===== config.mk =====
export PLATFORM = sky130hd
export DESIGN_NAME = iterative_divider_flat
export DESIGN_NICKNAME = d
export VERILOG_FILES = /design/src/rtl/iterative_divider_pkg.sv /design/src/rtl/iterative_divider_if.sv /design/src/rtl/iterative_divider_step.sv /design/src/rtl/iterative_divider.sv /design/src/flat_wrapper.sv
export SDC_FILE = /design/constraint.sdc
export NUM_CORES = 1
export LEC_CHECK = 0
export BUFFER_PORTS_ARGS = -buffer_cell sky130_fd_sc_hd__buf_2
export CORE_MARGIN = 5
export CORE_UTILIZATION = 39
export DETAILED_ROUTE_END_ITERATION = 16
export HOLD_SLACK_MARGIN = 0.03
export PLACE_DENSITY = 0.69
export RECOVER_POWER = 50
export SYNTH_ARGS = -nofsm -noshare
export SYNTH_HDL_FRONTEND = slang
export SYNTH_SLANG_ARGS = --single-unit

===== constraint.sdc =====
create_clock -name clock -period 4.8 [get_ports clock]
set_input_delay 0.96 -clock clock [delete_from_list [all_inputs] [get_ports clock]]
set_output_delay 0.96 -clock clock [all_outputs]
set_load 0.1 [all_outputs]

===== src/rtl/iterative_divider_pkg.sv =====
// Shared constants for the execute-stage divider.
// Holds the 2-bit div_op encodings, the divider FSM state encoding, the ALU
// division opcodes and the decoder helper mapping those opcodes to div_op.
package iterative_divider_pkg;

  typedef enum logic [1:0] {
    DIV_OP_DIV  = 2'b00,
    DIV_OP_DIVU = 2'b01,
    DIV_OP_REM  = 2'b10,
    DIV_OP_REMU = 2'b11
  } div_op_e;

  typedef enum logic [1:0] {
    DIV_STATE_IDLE = 2'b00,
    DIV_STATE_CALC = 2'b01,
    DIV_STATE_DONE = 2'b10
  } div_state_e;

  // ALU opcodes routed to the divider instead of the combinational ALU.
  localparam logic [3:0] ALU_DIV  = 4'hC;
  localparam logic [3:0] ALU_DIVU = 4'hD;
  localparam logic [3:0] ALU_REM  = 4'hE;
  localparam logic [3:0] ALU_REMU = 4'hF;

  function automatic div_op_e div_op_from_alu(input logic [3:0] alu_op);
    div_op_e op;
    case (alu_op)
      ALU_DIV:  op = DIV_OP_DIV;
      ALU_DIVU: op = DIV_OP_DIVU;
      ALU_REM:  op = DIV_OP_REM;
      ALU_REMU: op = DIV_OP_REMU;
      default:  op = DIV_OP_DIVU;
    endcase
    return op;
  endfunction

  function automatic logic op_is_signed(input div_op_e op);
    return (op == DIV_OP_DIV) || (op == DIV_OP_REM);
  endfunction

  function automatic logic op_is_rem(input div_op_e op);
    return (op == DIV_OP_REM) || (op == DIV_OP_REMU);
  endfunction

endpackage


===== src/rtl/iterative_divider_if.sv =====
// Request/response bundle between execute-stage control and the divider.
//   start, div_op, operand_a, operand_b, flush : requester -> divider
//   busy, done, result                          : divider -> requester
// master = requester (pipeline control), slave = divider.
interface iterative_divider_if #(
  parameter int unsigned WIDTH = 32
);
  logic             start;
  logic [1:0]       div_op;
  logic [WIDTH-1:0] operand_a;
  logic [WIDTH-1:0] operand_b;
  logic             flush;
  logic             busy;
  logic             done;
  logic [WIDTH-1:0] result;

  modport master (
    output start, div_op, operand_a, operand_b, flush,
    input  busy, done, result
  );

  modport slave (
    input  start, div_op, operand_a, operand_b, flush,
    output busy, done, result
  );
endinterface


===== src/rtl/iterative_divider_step.sv =====
// One radix-2 restoring division step, purely combinational.
//   partial_rem, quotient, divisor : current iteration state
//   next_rem, next_quotient        : state after shifting in one dividend bit
// The quotient register doubles as the dividend shifter: its MSB feeds the
// remainder and the new quotient bit enters at the LSB.
module iterative_divider_step #(
  parameter int unsigned WIDTH = 32
) (
  input  logic [WIDTH-1:0] partial_rem,
  input  logic [WIDTH-1:0] quotient,
  input  logic [WIDTH-1:0] divisor,
  output logic [WIDTH-1:0] next_rem,
  output logic [WIDTH-1:0] next_quotient
);

  logic [WIDTH:0]   rem_shift;
  logic [WIDTH-1:0] diff;
  logic             ge;

  always_comb begin
    rem_shift = {partial_rem, quotient[WIDTH-1]};
    ge        = (rem_shift >= {1'b0, divisor});
    // When ge holds the true difference is below divisor, so the low WIDTH
    // bits of the WIDTH+1-bit subtraction are exact.
    diff      = rem_shift[WIDTH-1:0] - divisor;
    if (ge) begin
      next_rem      = diff;
      next_quotient = {quotient[WIDTH-2:0], 1'b1};
    end else begin
      next_rem      = rem_shift[WIDTH-1:0];
      next_quotient = {quotient[WIDTH-2:0], 1'b0};
    end
  end

endmodule


===== src/rtl/iterative_divider.sv =====
// Multi-cycle radix-2 restoring divider for RV32M DIV/DIVU/REM/REMU.
// Ports:
//   clock : rising-edge clock
//   reset : asynchronous reset, active low
//   bus   : slave side of iterative_divider_if (start/div_op/operands/flush
//           in; busy/done/result out). All outputs are registered.
// Divide-by-zero and signed overflow are resolved at start and complete one
// cycle later; all other operations take WIDTH step cycles plus one.
module iterative_divider
  import iterative_divider_pkg::*;
#(
  parameter int unsigned WIDTH = 32
) (
  input  logic              clock,
  input  logic              reset,
  iterative_divider_if.slave bus
);

  localparam int unsigned CW = $clog2(WIDTH);
  localparam logic [WIDTH-1:0] MOST_NEG = {1'b1, {(WIDTH-1){1'b0}}};

  div_state_e       state_q, state_d;
  div_op_e          op_q, op_d;
  logic             sign_a_q, sign_a_d;
  logic             sign_b_q, sign_b_d;
  logic [WIDTH-1:0] divisor_q, divisor_d;
  logic [WIDTH-1:0] quotient_q, quotient_d;
  logic [WIDTH-1:0] rem_q, rem_d;
  logic [CW-1:0]    count_q, count_d;
  logic [WIDTH-1:0] result_q, result_d;
  logic             busy_q, busy_d;
  logic             done_q, done_d;

  logic [WIDTH-1:0] step_rem, step_quotient;

  iterative_divider_step #(
    .WIDTH(WIDTH)
  ) u_step (
    .partial_rem  (rem_q),
    .quotient     (quotient_q),
    .divisor      (divisor_q),
    .next_rem     (step_rem),
    .next_quotient(step_quotient)
  );

  div_op_e          in_op;
  logic             in_signed, in_sign_a, in_sign_b;
  logic [WIDTH-1:0] in_mag_a, in_mag_b;

  always_comb begin
    in_op     = div_op_e'(bus.div_op);
    in_signed = op_is_signed(in_op);
    in_sign_a = in_signed & bus.operand_a[WIDTH-1];
    in_sign_b = in_signed & bus.operand_b[WIDTH-1];
    in_mag_a  = in_sign_a ? ('0 - bus.operand_a) : bus.operand_a;
    in_mag_b  = in_sign_b ? ('0 - bus.operand_b) : bus.operand_b;
  end

  always_comb begin
    state_d    = state_q;
    op_d       = op_q;
    sign_a_d   = sign_a_q;
    sign_b_d   = sign_b_q;
    divisor_d  = divisor_q;
    quotient_d = quotient_q;
    rem_d      = rem_q;
    count_d    = count_q;
    result_d   = result_q;

    case (state_q)
      DIV_STATE_IDLE: begin
        if (bus.start && !bus.flush) begin
          op_d       = in_op;
          sign_a_d   = in_sign_a;
          sign_b_d   = in_sign_b;
          divisor_d  = in_mag_b;
          quotient_d = in_mag_a;
          rem_d      = '0;
          count_d    = CW'(WIDTH - 1);
          if (bus.operand_b == '0) begin
            result_d = op_is_rem(in_op) ? bus.operand_a : '1;
            state_d  = DIV_STATE_DONE;
          end else if (in_signed && bus.operand_a == MOST_NEG && bus.operand_b == '1) begin
            result_d = op_is_rem(in_op) ? '0 : MOST_NEG;
            state_d  = DIV_STATE_DONE;
          end else begin
            state_d  = DIV_STATE_CALC;
          end
        end
      end

      DIV_STATE_CALC: begin
        if (bus.flush) begin
          state_d = DIV_STATE_IDLE;
        end else begin
          quotient_d = step_quotient;
          rem_d      = step_rem;
          count_d    = count_q - 1'b1;
          if (count_q == '0) begin
            if (op_is_rem(op_q)) begin
              result_d = sign_a_q ? ('0 - step_rem) : step_rem;
            end else begin
              result_d = (sign_a_q ^ sign_b_q) ? ('0 - step_quotient) : step_quotient;
            end
            state_d = DIV_STATE_DONE;
          end
        end
      end

      DIV_STATE_DONE: state_d = DIV_STATE_IDLE;

      default: state_d = DIV_STATE_IDLE;
    endcase

    // Status flags follow the next state so they are plain flop outputs.
    busy_d = (state_d != DIV_STATE_IDLE);
    done_d = (state_d == DIV_STATE_DONE);
  end

  always_ff @(posedge clock or negedge reset) begin
    if (!reset) begin
      state_q    <= DIV_STATE_IDLE;
      op_q       <= DIV_OP_DIV;
      sign_a_q   <= 1'b0;
      sign_b_q   <= 1'b0;
      divisor_q  <= '0;
      quotient_q <= '0;
      rem_q      <= '0;
      count_q    <= '0;
      result_q   <= '0;
      busy_q     <= 1'b0;
      done_q     <= 1'b0;
    end else begin
      state_q    <= state_d;
      op_q       <= op_d;
      sign_a_q   <= sign_a_d;
      sign_b_q   <= sign_b_d;
      divisor_q  <= divisor_d;
      quotient_q <= quotient_d;
      rem_q      <= rem_d;
      count_q    <= count_d;
      result_q   <= result_d;
      busy_q     <= busy_d;
      done_q     <= done_d;
    end
  end

  assign bus.busy   = busy_q;
  assign bus.done   = done_q;
  assign bus.result = result_q;

endmodule


===== src/flat_wrapper.sv =====
// flat-port wrapper written by rule: the top's interface ports become plain ports
module iterative_divider_flat import iterative_divider_pkg::*;
#(
  parameter int unsigned WIDTH = 32
)
  (clock, reset, bus_start, bus_div_op, bus_operand_a, bus_operand_b, bus_flush, bus_busy, bus_done, bus_result);
  iterative_divider_if #(.WIDTH(WIDTH)) bus_i ();
  input  logic clock;
  input  logic reset;
  input wire logic [$bits(bus_i.start)-1:0] bus_start;
  input wire logic [$bits(bus_i.div_op)-1:0] bus_div_op;
  input wire logic [$bits(bus_i.operand_a)-1:0] bus_operand_a;
  input wire logic [$bits(bus_i.operand_b)-1:0] bus_operand_b;
  input wire logic [$bits(bus_i.flush)-1:0] bus_flush;
  output wire logic [$bits(bus_i.busy)-1:0] bus_busy;
  output wire logic [$bits(bus_i.done)-1:0] bus_done;
  output wire logic [$bits(bus_i.result)-1:0] bus_result;
  assign bus_i.start = bus_start;
  assign bus_i.div_op = bus_div_op;
  assign bus_i.operand_a = bus_operand_a;
  assign bus_i.operand_b = bus_operand_b;
  assign bus_i.flush = bus_flush;
  assign bus_busy = bus_i.busy;
  assign bus_done = bus_i.done;
  assign bus_result = bus_i.result;
  iterative_divider #(.WIDTH(WIDTH)) u_core (.clock(clock), .reset(reset), .bus(bus_i));
endmodule

==> results.json, run 1 <==
{
  "status": "finished, violations left",
  "violations": "max-capacitance violations, max-slew violations",
  "worstSetupPathType": "reg -> reg",
  "relSlewSlack": -0.643,
  "first_iter_violations": 1066,
  "wl_per_cell_um": 18.8,
  "holdWs_ns": 0.466,
  "diodes": 0,
  "path_cells": "ha_1, a21oi_2, o21ai_1, a221oi_4, a31o_2, nand2_4, inv_2, mux2i_2, ha_1, o211ai_1, nor4_2, a31o_2, o21ai_1, buf_4, nor2_1, nand3_1, nor4bb_1, nor3_1",
  "core-area_sq_mm": 0.0298,
  "setup_viol": 0,
  "path_max_fanout": 9,
  "ys_types": 83,
  "ctsRootBufferMaster": "clkbuf_16",
  "critPathCaptureType": "flip-flop",
  "placed_area_sq_mm": 0.0129,
  "holdCritPathClass": "reg -> reg",
  "cp_top_family": "compound AO/OA/AOI/OAI gates",
  "fin_util": 0.454,
  "clk_pin_slew_ns": 0.07,
  "stdcell_count": 2049,
  "grt_pass1_vias": 11300,
  "worst-path-buf-inv": 2,
  "wl_um": 38600,
  "synth_warnings": 0,
  "synthFlopType": "dfrtp_1",
  "syn-num-nets": 1674,
  "synthCells": 1565,
  "synth_area_per_cell_sq_um": 7.57,
  "finalHoldViolCount": 0,
  "grt.total_usage": 0.222,
  "grt_overflow": 0,
  "first_pass_iters": 7,
  "period_needed_ns": 4.40,
  "port-buffer-count": 103,
  "maxSlewViolCount": 162,
  "crit_required_ns": 5.15,
  "dieHeight_um": 184,
  "worstMarginPinSlew_ns": 2.47,
  "leakage_nw": 5.89,
  "postRouteAntennaNets": 0,
  "total_power_mw": 8.95,
  "clock_sinks": 140,
  "cap_violations": 2,
  "num_rows": 63,
  "dp_slack_ns": 0.164,
  "fin_tns_setup_ns": 0,
  "fin_ws_ns": 0.403,
  "async_flop_share": 1.00,
  "vias_per_cell": 5.92,
  "area.growth.synth_to_final_pct": 14.1,
  "drc": 0,
  "synth_edf_count": 0,
  "min_period_over_period": 0.916,
  "yosysTopAreaCell": "dfrtp_1",
  "cts_max_level": 4,
  "netlist_area_sq_mm": 0.0119,
  "seq_area_sq_mm": 0.00350,
  "placedCellCount": 2016,
  "arrival_ns": 4.75,
  "nFillCells": 3062,
  "cpPeakStageDelay_ns": 0.45,
  "num_io_pins": 104,
  "synth_top_area_share": 0.296,
  "ys_ff_latch": 140,
  "gp_congestion": 1.00,
  "fmax_ghz": 0.227,
  "antenna_found_initial": 0,
  "seq_area_frac_synth": 0.296,
  "worst_setup_path_start_kind": "flip-flop",
  "clk_latency_ns": 0.44,
  "die_x_um": 184,
  "design_area_sq_mm": 0.0135,
  "vias": 12100,
  "cts_tree": "done",
  "drive_above_1_share": 0.134,
  "fin_nets": 1755,
  "synth.area.top_cells": "dfrtp_1, o21ai_0, a21oi_1",
  "grt_setup_unrepaired": "no",
  "grt_pass1_wl_um": 61000,
  "skew_ns": 0.0143,
  "cts.path.max_buffers": 2,
  "grt_max_degree": 95,
  "critPathSlowestCell": "a221oi_4",
  "peakVddDrop_mv": 0.394,
  "start_util": 0.398,
  "p_per_area_mw_per_mm2": 662,
  "multi_input_area_sq_mm": 0.00779,
  "die_area_sq_mm": 0.0340,
  "cts_made_buffers": 17,
  "hpwl_um": 29500
}
-- per-layer routing --
metal / GRT usage / part of all wire
met1: 0.296 / 0.43
met2: 0.361 / 0.47
met3: 0.0345 / 0.062
met4: 0.0917 / 0.044
met5: 0 / 0
-- registers in the layout, indices dropped and copies added (netlist names) --
| register | cells |
|---|---|
| u_core.rem_q | 32 |
| u_core.op_q | 1 |
| u_core.bus.done | 1 |
| u_core.bus.result | 32 |
| u_core.bus.busy | 1 |
| u_core.count_q | 5 |
| u_core.state_q | 2 |
| u_core.sign_a_q | 1 |
| u_core.sign_b_q | 1 |
| u_core.quotient_q | 32 |
| u_core.divisor_q | 32 |
-- cell usage after synthesis (5+ instances only) --
cell type and count:
a211o_1 7, a211oi_1 16, a21o_1 7, a21oi_1 158, a31o_2 6, a31oi_1 24, and2_1 12, and3_1 13
buf_1 8, buf_2 19, clkbuf_1 60, dfrtp_1 140, ha_1 38, inv_1 64, mux2i_1 24, nand2_1 202
nand2b_1 11, nand3_1 18, nand3b_1 5, nand4_1 23, nor2_1 128, nor2b_1 12, nor3_1 49, nor4_1 24
o211ai_1 18, o21a_1 12, o21ai_0 173, o21ai_1 8, o221ai_1 11, o22ai_1 6, o31ai_1 25, o41ai_1 7
or3_1 18, or4_1 9, xnor2_1 69, xor2_1 59
-- timing repair --
action,in CTS,in global routing
endpoints found under the setup margin,0,8
buffers inserted,0,1
hold buffers,0,0
gates resized for setup,0,9
-- logic make-up after synthesis --
group | share of synthesized area
AO/OA/AOI/OAI | 0.264
XOR/XNOR | 0.0946
adder cells (fa/ha/maj) | 0.0418
buffers and inverters | 0.0530
flip-flops | 0.296
multiplexers | 0.0231
AND/OR/NAND/NOR | 0.228
-- worst min-delay path, cell delays in order, from the launching register on --
cell and delay [ns]:
dfrtp_1 0.34, nand2_1 0.05, nand2_1 0.05
-- where the power goes --
group / switching, mW / internal [mW]
combinational: 3.66 / 2.08
clock: 0.591 / 0.846
sequential: 0.326 / 1.44
total: 4.58 / 4.37
-- cells in the final DEF (no fill, tap or decap), types with 13 or more instances in the layout --
cell type    n
nor3_1      49
or3_1       18
nand4_1     23
nand3_1     18
o31ai_1     25
o211ai_1    18
a21oi_1    154
dfrtp_1    140
inv_1       64
mux2i_1     23
nand2_1    202
buf_2       96
ha_1        38
o21ai_0    171
xor2_1      59
a31oi_1     24
nor2_1     127
a211oi_1    16
xnor2_1     69
buf_4       48
clkbuf_16   17
nor4_1      22
and3_1      13
-- final cells by class --
cell class,instances,area share
clock buffer,19,0.0327
clock inverter,13,0.0133
inverter,65,0.0180
multi-input combinational,1268,0.576
sequential,140,0.259
tap,390,0.0361
timing repair buffer,154,0.0651
-- path summary, 6_finish.rpt --
kind,start,endpoint,slack (ns),depth (start not counted)
hold reg to reg,u_core.bus.result[3],u_core.bus.result[3],0.47,2
setup reg to reg,u_core.rem_q[5],u_core.bus.result[26],0.40,18
min in group asynchronous,reset,u_core.divisor_q[27],1.24,1
hold / removal,u_core.bus.result[3],u_core.bus.result[3],0.47,2
setup / recovery,u_core.rem_q[5],u_core.bus.result[26],0.40,18
max in group asynchronous,reset,u_core.rem_q[8],1.30,2
(Power assumes the default switching activity.)
==> run 2: changes to the inputs <==
--- a/config.mk
+++ b/config.mk
@@ -10,6 +10,7 @@
 export CORE_UTILIZATION = 39
 export DETAILED_ROUTE_END_ITERATION = 16
 export HOLD_SLACK_MARGIN = 0.03
+export MAX_ROUTING_LAYER = met4
 export PLACE_DENSITY = 0.69
 export RECOVER_POWER = 50
 export SYNTH_ARGS = -nofsm -noshare
==> run 2 against run 1 <==
  * The flow still finishes with violations (max-capacitance violations, max-slew violations)
  * Hold slack improved by 0.0015 ns
  * Clock power barely moved
  * Clock skew fell by 0.0028 ns
  * Design area fell by 0.24%
  * Via count barely moved
  * Largest power group unchanged
  * Fmax fell by 3.5%
  * Wire length rose by 3.4%
  * Sequential power barely moved
==> results.json, run 2 (same netlist as run 1, synthesis figures left out) <==
{
  "gp_congestion": 1.02,
  "p_sw_mw": 4.63,
  "ctsRootBufferMaster": "clkbuf_16",
  "min_period_over_period": 0.949,
  "p_per_area_mw_per_mm2": 668,
  "path_max_fanout": 7,
  "path_cells": "ha_1, a21oi_2, o21ai_1, a221oi_4, a31o_2, nand2_4, inv_2, mux2i_1, ha_1, o211ai_1, nor4_1, a31o_2, o21ai_0, o41ai_1, xnor2_1, a21oi_1, a211o_1",
  "cts_made_buffers": 17,
  "holdCritPathClass": "reg -> reg",
  "cts_resized": 0,
  "mostFrequentLayoutCell": "nand2_1",
  "finalHoldViolCount": 0,
  "fin_nets": 1752,
  "drc": 0,
  "relSlewSlack": -0.797,
  "crit_required_ns": 5.13,
  "maxSlewViolCount": 166,
  "worstSetupPathType": "reg -> reg",
  "final_cell_mix": "nand2_1, o21ai_0, a21oi_1, dfrtp_1, nor2_1",
  "grt_overflow": 0,
  "grt_max_degree": 99,
  "wl_um": 39900,
  "die_area_sq_mm": 0.0340,
  "num_rows": 63,
  "arrival_ns": 4.88,
  "setup_viol": 0,
  "power.internal_mw": 4.39,
  "critPathCaptureType": "flip-flop",
  "drive_above_1_share": 0.130,
  "post_cts_buffers": 0,
  "p_clk_frac": 0.163,
  "area.growth.synth_to_final_pct": 13.9,
  "antenna_found_initial": 0,
  "status": "finished, violations left",
  "postRouteAntennaNets": 0,
  "worstMarginPinSlew_ns": 2.70,
  "dieHeight_um": 184,
  "violations": "max-capacitance violations, max-slew violations",
  "cap_violations": 2,
  "vias_per_cell": 5.93,
  "worst_setup_path_start_kind": "flip-flop",
  "seq_power_share": 0.196,
  "clk_latency_ns": 0.44,
  "clock_sinks": 140,
  "grt_pass1_wl_um": 63400,
  "first_pass_iters": 6,
  "cp_top_family": "compound AO/OA/AOI/OAI gates",
  "clk_pin_slew_ns": 0.07,
  "leakage_nw": 5.88,
  "multi_input_area_sq_mm": 0.00777,
  "cpPeakStageDelay_ns": 0.44,
  "fmax_ghz": 0.220,
  "start_util": 0.398,
  "grt.total_usage": 0.239,
  "hpwl_um": 30400,
  "vias": 12100,
  "grt_pass1_vias": 11700,
  "num_io_pins": 104,
  "peakVddDrop_mv": 0.436,
  "critPathSlowestCell": "o41ai_1",
  "nFillCells": 3057,
  "wl_per_cell_um": 19.5,
  "period_needed_ns": 4.55,
  "power_frac_comb": 0.640,
  "core-area_sq_mm": 0.0298,
  "diodes": 0,
  "worst-path-buf-inv": 1,
  "fin_util": 0.453,
  "cts_max_level": 4,
  "skew_ns": 0.0115,
  "grt_setup_unrepaired": "no",
  "cts_hold_buf": 0,
  "cts_tree": "done",
  "die_x_um": 184,
  "fin_tns_setup_ns": 0,
  "port-buffer-count": 103,
  "cts.path.max_buffers": 2,
  "seq_area_sq_mm": 0.00350,
  "sw_frac_of_total": 0.513,
  "first_iter_violations": 1038
}
## run 2: cell types whose count changed in the layout (fill, tap and decap cells not counted), sizes merged
cell	before	now
clkinvlp	2	3
bufinv	3	4
clkbuf	29	28
buf	144	140
## run 2: routing by layer
metal | part of all wire | GRT usage | vias to the layer above
li1 | - | - | 5805
met1 | 0.43 | 0.306 | 5794
met2 | 0.48 | 0.385 | 459
met5 | 0 | - | -
met4 | 0.031 | 0.0843 | 0
met3 | 0.057 | 0.0387 | 71
## run 2: final timing paths
kind / start / end / slack (ns) / depth (start not counted)
min: u_core.bus.result[3] / u_core.bus.result[3] / 0.47 / 2
max reg2reg: u_core.rem_q[5] / u_core.bus.result[24] / 0.25 / 17
min in group asynchronous: reset / u_core.divisor_q[24] / 1.31 / 1
max: u_core.rem_q[5] / u_core.bus.result[24] / 0.25 / 17
min reg2reg: u_core.bus.result[3] / u_core.bus.result[3] / 0.47 / 2
max in group asynchronous: reset / u_core.divisor_q[12] / 1.17 / 2
## run 2: worst reg2reg max path, cell delays in order (launching register included)
cell and delay, ns:
dfrtp_1 0.43, ha_1 0.43, a21oi_2 0.23, o21ai_1 0.21, a221oi_4 0.39, a31o_2 0.28, nand2_4 0.10, inv_2 0.10
mux2i_1 0.28, ha_1 0.21, o211ai_1 0.09, nor4_1 0.33, a31o_2 0.25, o21ai_0 0.21, o41ai_1 0.44, xnor2_1 0.17
a21oi_1 0.08, a211o_1 0.23
## run 2: metrics by stage
stage               hold WS [ns]  worst slack, ns  power [mW]  cells  instance area [sq um]
finish                     0.468            0.246        9.01   2046                  13500
global placement           0.450            0.449        7.39   2014                  12900
detailed placement         0.461            0.275        7.43   2014                  12900
global route               0.500          0.00397        9.67   2046                  13500
floorplan                  0.450            0.166        5.81   1565                  11900
CTS                        0.477            0.281        8.93   2046                  13500
## run 2: cell type report
| cell class | count | area share |
|---|---|---|
| Multi-Input combinational cell | 1268 | 0.576 |
| Sequential cell | 140 | 0.260 |
| Clock buffer | 17 | 0.0315 |
| Clock inverter | 15 | 0.0156 |
| Timing Repair Buffer | 151 | 0.0632 |
| Inverter | 65 | 0.0181 |
| Tap cell | 390 | 0.0362 |
## run 2: power groups by stage
stage	Clock, mW	Sequential (mW)	Combinational, mW
after floorplan	0	1.68	4.13
after global placement	0	1.76	5.63
after detailed placement	0	1.78	5.65
after CTS	1.49	1.76	5.69
after global routing	1.54	1.80	6.33
final	1.47	1.77	5.77
